$ cat src/rtl/alu_unit.sv
// Integer ALU with an in-order result buffer feeding the CDB.
// Optional feature: define ALU_UNIT_SLT_EN to enable the slt/sltu comparator.
module alu_unit #(
  parameter int WIDTH = 32,
  parameter int TAG_W = 5,
  parameter int DEPTH = 2
) (
  input  logic                         clk,
  input  logic                         rst,
  input  logic                         flush,
  input  logic                         in_valid,
  output logic                         in_ready,
  input  logic                         in_arith,
  input  logic [2:0]                   in_funct3,
  input  logic                         in_funct7,
  input  logic [WIDTH-1:0]             in_src1,
  input  logic [WIDTH-1:0]             in_src2,
  input  logic [TAG_W-1:0]             in_tag,
  output logic                         cdb_req,
  input  logic                         cdb_gnt,
  output logic [WIDTH-1:0]             cdb_data,
  output logic [TAG_W-1:0]             cdb_tag,
  output logic [$clog2(DEPTH+1)-1:0]   occupancy
);

  localparam int SH_W  = $clog2(WIDTH);
  localparam int PTR_W = (DEPTH > 1) ? $clog2(DEPTH) : 1;
  localparam int OCC_W = $clog2(DEPTH + 1);
  localparam logic [PTR_W-1:0] PTR_LAST = PTR_W'(DEPTH - 1);
  localparam logic [OCC_W-1:0] DEPTH_C  = OCC_W'(DEPTH);

  logic [WIDTH-1:0] data_q [DEPTH];
  logic [TAG_W-1:0] tag_q  [DEPTH];
  logic [PTR_W-1:0] rd_ptr_q, rd_ptr_d;
  logic [PTR_W-1:0] wr_ptr_q, wr_ptr_d;
  logic [OCC_W-1:0] count_q, count_d;
  logic [WIDTH-1:0] result;
  logic [SH_W-1:0]  shamt;
  logic             push, pop;

  function automatic logic [PTR_W-1:0] ptr_inc(input logic [PTR_W-1:0] p);
    return (p == PTR_LAST) ? '0 : p + 1'b1;
  endfunction

  assign shamt = in_src2[SH_W-1:0];

  always_comb begin
    result = '0;
    if (!in_arith) begin
      result = in_src1 + in_src2;
    end else begin
      unique case (in_funct3)
        3'b000: result = in_funct7 ? (in_src1 - in_src2) : (in_src1 + in_src2);
        3'b001: result = in_src1 << shamt;
`ifdef ALU_UNIT_SLT_EN
        3'b010: result = {{(WIDTH-1){1'b0}}, ($signed(in_src1) < $signed(in_src2))};
        3'b011: result = {{(WIDTH-1){1'b0}}, (in_src1 < in_src2)};
`else
        3'b010: result = '0;
        3'b011: result = '0;
`endif
        3'b100: result = in_src1 ^ in_src2;
        3'b101: result = in_funct7 ? WIDTH'($signed(in_src1) >>> shamt) : (in_src1 >> shamt);
        3'b110: result = in_src1 | in_src2;
        3'b111: result = in_src1 & in_src2;
        default: result = '0;
      endcase
    end
  end

  assign in_ready  = (count_q < DEPTH_C);
  assign cdb_req   = (count_q != '0);
  assign cdb_data  = data_q[rd_ptr_q];
  assign cdb_tag   = tag_q[rd_ptr_q];
  assign occupancy = count_q;

  assign push = in_valid && in_ready && !flush;
  assign pop  = cdb_req && cdb_gnt && !flush;

  always_comb begin
    rd_ptr_d = rd_ptr_q;
    wr_ptr_d = wr_ptr_q;
    count_d  = count_q;
    if (flush) begin
      rd_ptr_d = '0;
      wr_ptr_d = '0;
      count_d  = '0;
    end else begin
      if (pop)  rd_ptr_d = ptr_inc(rd_ptr_q);
      if (push) wr_ptr_d = ptr_inc(wr_ptr_q);
      if (push && !pop)      count_d = count_q + 1'b1;
      else if (pop && !push) count_d = count_q - 1'b1;
    end
  end

  // Entries are cleared on reset so the head reads as zero while empty.
  always_ff @(posedge clk) begin
    if (rst) begin
      rd_ptr_q <= '0;
      wr_ptr_q <= '0;
      count_q  <= '0;
      for (int unsigned i = 0; i < DEPTH; i++) begin
        data_q[i] <= '0;
        tag_q[i]  <= '0;
      end
    end else begin
      rd_ptr_q <= rd_ptr_d;
      wr_ptr_q <= wr_ptr_d;
      count_q  <= count_d;
      if (push) begin
        data_q[wr_ptr_q] <= result;
        tag_q[wr_ptr_q]  <= in_tag;
      end
    end
  end

endmodule

$ cat config.mk
export PLATFORM = sky130hd
export DESIGN_NAME = alu_unit
export DESIGN_NICKNAME = d
export VERILOG_FILES = /design/src/rtl/alu_unit.sv
export SDC_FILE = /design/constraint.sdc
export NUM_CORES = 1
export LEC_CHECK = 0
export BUFFER_PORTS_ARGS = -buffer_cell sky130_fd_sc_hd__buf_2
export CORE_MARGIN = 5
export CORE_UTILIZATION = 55
export CTS_BUF_LIST = sky130_fd_sc_hd__clkbuf_8
export DETAILED_ROUTE_END_ITERATION = 12
export GPL_TIMING_DRIVEN = 0
export PLACE_DENSITY = 0.82
export SYNTH_ARGS = -nofsm -noshare
export SYNTH_HDL_FRONTEND = slang
export SYNTH_SLANG_ARGS = --single-unit
$ cat constraint.sdc
create_clock -name clk -period 5.35 [get_ports clk]
set_input_delay 0.535 -clock clk [delete_from_list [all_inputs] [get_ports clk]]
set_output_delay 0.535 -clock clk [all_outputs]
set_load 0.05 [all_outputs]
==> impl_metrics.env <==
export IMPL_post_cts_buffers=0
export IMPL_final_nets=1917
export IMPL_fin_crit_sh=0.893
export IMPL_yosysUniqueCellTypes=92
export IMPL_syn_num_nets=1791
export IMPL_gr_total_overflow=0
export IMPL_cpPeakStageDelay_ns=0.61
export IMPL_synth_simple_area_share=0.171
export IMPL_cts_hold_buf=0
export IMPL_violations="capacitance limit, slew limit"
export IMPL_cp_max_fo=20
export IMPL_crit_path_end_kind="flip-flop"
export IMPL_cp_start_kind="input port"
export IMPL_top_layer_used="met5"
export IMPL_crit_path_start="in_src2[2]"
export IMPL_synth_compound_area_frac=0.277
export IMPL_power_leakage_nw=5.87
export IMPL_async_flop_share=0
export IMPL_cts_buffers=9
export IMPL_max_slew_margin=-0.00713
export IMPL_crit_type="in -> reg"
export IMPL_crit_end="data_q[0][28]"
export IMPL_r2r_start="wr_ptr_q"
export IMPL_dr_wl_met2_mm=27.2
export IMPL_layout_drive_gt1_share=0.181
export IMPL_ys_warn_count=0
export IMPL_ys_seq_elements=79
export IMPL_cts_num_sinks=79
export IMPL_path_common_cell="buf_2"
export IMPL_fp_dieArea_um2=26900
export IMPL_ios=120
export IMPL_dp_hpwl_mm=48.6
export IMPL_cp_slowest_cell="a211oi_2"
export IMPL_outcome="finished, violations left"
export IMPL_yosys_area_share_xor_xnor=0.0148
export IMPL_drt_vias_per_instance=7.33
export IMPL_rr_endpoint="data_q[0][26]"
export IMPL_antenna_cells=0
export IMPL_area_delta_synth_final_pct=9.18
export IMPL_insertion_delay_ns=0.34
export IMPL_synth_edff_count=74
export IMPL_dr_total_vias=15117
export IMPL_cts_root_buf="clkbuf_8"
export IMPL_start_util=0.557
export IMPL_grt_pass1_wl_mm=90.3
export IMPL_dr_wl_met3_mm=7.97
export IMPL_drt_pass1_iter_count=6
export IMPL_wl_mm=62.0
export IMPL_cts_buffer_depth=2
export IMPL_ys_flop_type="edfxtp_1"
export IMPL_cts_tree="done"
export IMPL_powerDensity_nw_per_um2=183
export IMPL_r2r_cells=5
export IMPL_setup_viol=0
export IMPL_wl_met1_mm=21.5
export IMPL_grt_usage=0.451
export IMPL_hold_ws_ns=0.452
export IMPL_wire_per_inst_um=30.1
export IMPL_nFillCells=2114
export IMPL_avgSynthCellArea_um2=8.07
export IMPL_utilization=0.608
export IMPL_ant_nets=0
export IMPL_worstPathRequired_ns=5.42
export IMPL_worstMarginPinSlew_ns=1.50
export IMPL_gp_congestion=1.14
export IMPL_ctsResizeCount=0
export IMPL_maxCapViolCount=1
export IMPL_port_buffers=116
export IMPL_placementRows=56
export IMPL_clk_pin_slew_ns=0.07
export IMPL_crit_chain="buf_2, buf_2, inv_1, buf_2, buf_2, ha_1, buf_6, o21ba_1, or4_4, a211oi_2, o21ai_2, a211oi_2, nor3b_2, o311a_1, a211oi_2, nor2_1"
export IMPL_ys_seq_area_frac=0.178
export IMPL_finClkSkew_ns=0.00448
export IMPL_synthMuxAreaShare=0.187
export IMPL_max_freq_mhz=209
export IMPL_synth_fa_ha_area_frac=0.0963
export IMPL_grt_max_degree=38
export IMPL_antenna_found_initial=2
export IMPL_grt_pass1_vias=14284
export IMPL_netlist_area_um2=13000
export IMPL_fin_crit_ns=4.78
export IMPL_synth_cells=1613
export IMPL_cp_arrival_ns=4.85
export IMPL_finalHoldViolations=0
export IMPL_htreeDepth=3
export IMPL_irDropWorstVdd_uv=148
export IMPL_rsz0062_at_grt="no"
export IMPL_die_w_um=164
export IMPL_die_h_um=164
export IMPL_min_path_type="in -> reg"
export IMPL_r2r_slack_ns=2.99
export IMPL_initialDrtViolationCount=2549
export IMPL_route_detailed_drc=0
export IMPL_synth_top_family_by_area="compound AO/OA/AOI/OAI gates"
export IMPL_core_area_um2=23400
export IMPL_finalMaxSlewViolations=1
==> cells in the mapped netlist, types with 6 or more instances <==
| library cell | instances | area (um2) |
|---|---|---|
| nor3_1 | 48 | 240 |
| or3_1 | 15 | 93.8 |
| a31oi_1 | 24 | 150 |
| o21ai_1 | 9 | 45.0 |
| a21o_1 | 25 | 188 |
| and3_1 | 11 | 68.8 |
| o31ai_1 | 17 | 128 |
| clkbuf_1 | 80 | 300 |
| and2_1 | 14 | 87.6 |
| buf_1 | 8 | 30.0 |
| nand2_1 | 150 | 563 |
| inv_1 | 105 | 394 |
| mux4_2 | 53 | 1190 |
| o21a_1 | 7 | 52.6 |
| o21bai_1 | 23 | 173 |
| nand2b_1 | 13 | 81.3 |
| o211ai_1 | 26 | 195 |
| mux4_1 | 6 | 158 |
| buf_2 | 25 | 125 |
| a21oi_1 | 124 | 621 |
| buf_4 | 9 | 67.6 |
| nand3_1 | 20 | 100 |
| ha_1 | 97 | 1210 |
| mux2_2 | 61 | 687 |
| a211oi_1 | 13 | 97.6 |
| a22oi_1 | 17 | 128 |
| a22o_1 | 12 | 105 |
| nor2_1 | 179 | 672 |
| o2111ai_1 | 8 | 70.1 |
| o221ai_1 | 14 | 123 |
| a32oi_1 | 6 | 52.6 |
| o21ai_0 | 92 | 460 |
| nor2b_1 | 11 | 68.8 |
| mux2i_1 | 40 | 400 |
| a211o_1 | 8 | 70.1 |
| nand4_1 | 6 | 37.5 |
| a221o_1 | 11 | 110 |
| a221oi_1 | 17 | 149 |
| o22ai_1 | 12 | 75.1 |
| xnor2_1 | 17 | 149 |
| edfxtp_1 | 74 | 2220 |
==> placed cells by master, fill, tap and decap left out, types with 9 or more instances in the layout <==
cell and n:
a211oi_1 13, a21o_1 24, a21oi_1 124, a221o_1 11, a221oi_1 17, a22o_1 12
a22oi_1 17, a31oi_1 24, and2_1 14, and3_1 11, buf_2 141, buf_4 9
clkbuf_1 78, clkbuf_8 9, edfxtp_1 74, ha_1 97, inv_1 105, mux2_2 61
mux2i_1 40, mux4_2 53, nand2_1 150, nand2b_1 13, nand3_1 20, nor2_1 179
nor2b_1 11, nor3_1 48, o211ai_1 26, o21ai_0 92, o21ai_1 9, o21bai_1 22
o221ai_1 14, o22ai_1 12, o31ai_1 17, or3_1 15, xnor2_1 17
==> logic make-up after synthesis <==
logic type | after synthesis
AOI/OAI and AO/OA | 526
xor gates and xnor gates | 22
adders and majority gates | 99
buffers and inverters | 234
DFF | 79
muxes | 160
and+or+nand+nor | 493
==> state kept, by name, summed over array words and instances (netlist names), named ones only <==
signal and count:
data_q 64, occupancy 2, rd_ptr_q 1, tag_q 10, wr_ptr_q 1
==> worst min path at each step <==
stage | start | endpoint | slack [ns] | depth (start not counted)
after floorplan | rd_ptr_q | flip-flop | 0.52 | 2
after global placement | rd_ptr_q | rd_ptr_q | 0.54 | 2
after detailed placement | rd_ptr_q | rd_ptr_q | 0.56 | 2
after CTS | flush | wr_ptr_q | 0.44 | 2
after global routing | flush | wr_ptr_q | 0.46 | 2
final | flush | wr_ptr_q | 0.45 | 2
==> report_power, final <==
part	internal (W)	leakage [nW]	switching [W]
registers	0.000712	0.815	0.0000113
logic	0.000482	4.97	0.000997
clock network	0.000207	0.0884	0.000197
==> routing by layer <==
layer / vias up / GRT usage
met3: 377 / 0.116
met1: 7001 / 0.544
met4: 2 / 0.306
met2: 1440 / 0.707
li1: 6297 / -
met5: - / 0
==> critical path: cells and delay by family <==
family | cells | cell delay (ns)
adders and majority gates | 1 | 0.35
AOI/OAI and AO/OA | 6 | 1.92
buffers and inverters | 6 | 1.34
and+or+nand+nor | 3 | 0.71
==> metrics by stage <==
step                      instance area, um2  setup TNS (ns)  cells  worst slack [ns]  total power (W)
after detailed placement               14000          -0.198   2049           -0.0563          0.00213
after CTS                              14200               0   2063             0.292          0.00253
after floorplan                        13000               0   1613              1.21          0.00166
after global placement                 14000         -0.0582   2048           -0.0294          0.00211
after global routing                   14200               0   2061             0.432          0.00269
final                                  14200               0   2061             0.571          0.00261
==> layout make-up <==
type,instances,area (um2),share of cell area
buffer,125,572,0.0402
clock buffer,9,124,0.00871
clock inverter,5,51.3,0.00361
inverter,107,402,0.0282
multi-input combinational,1300,9740,0.685
sequential,79,2320,0.163
tap,319,399,0.0281
timing repair buffer,117,608,0.0428
No activity file was read; power rests on OpenSTA's default activity.
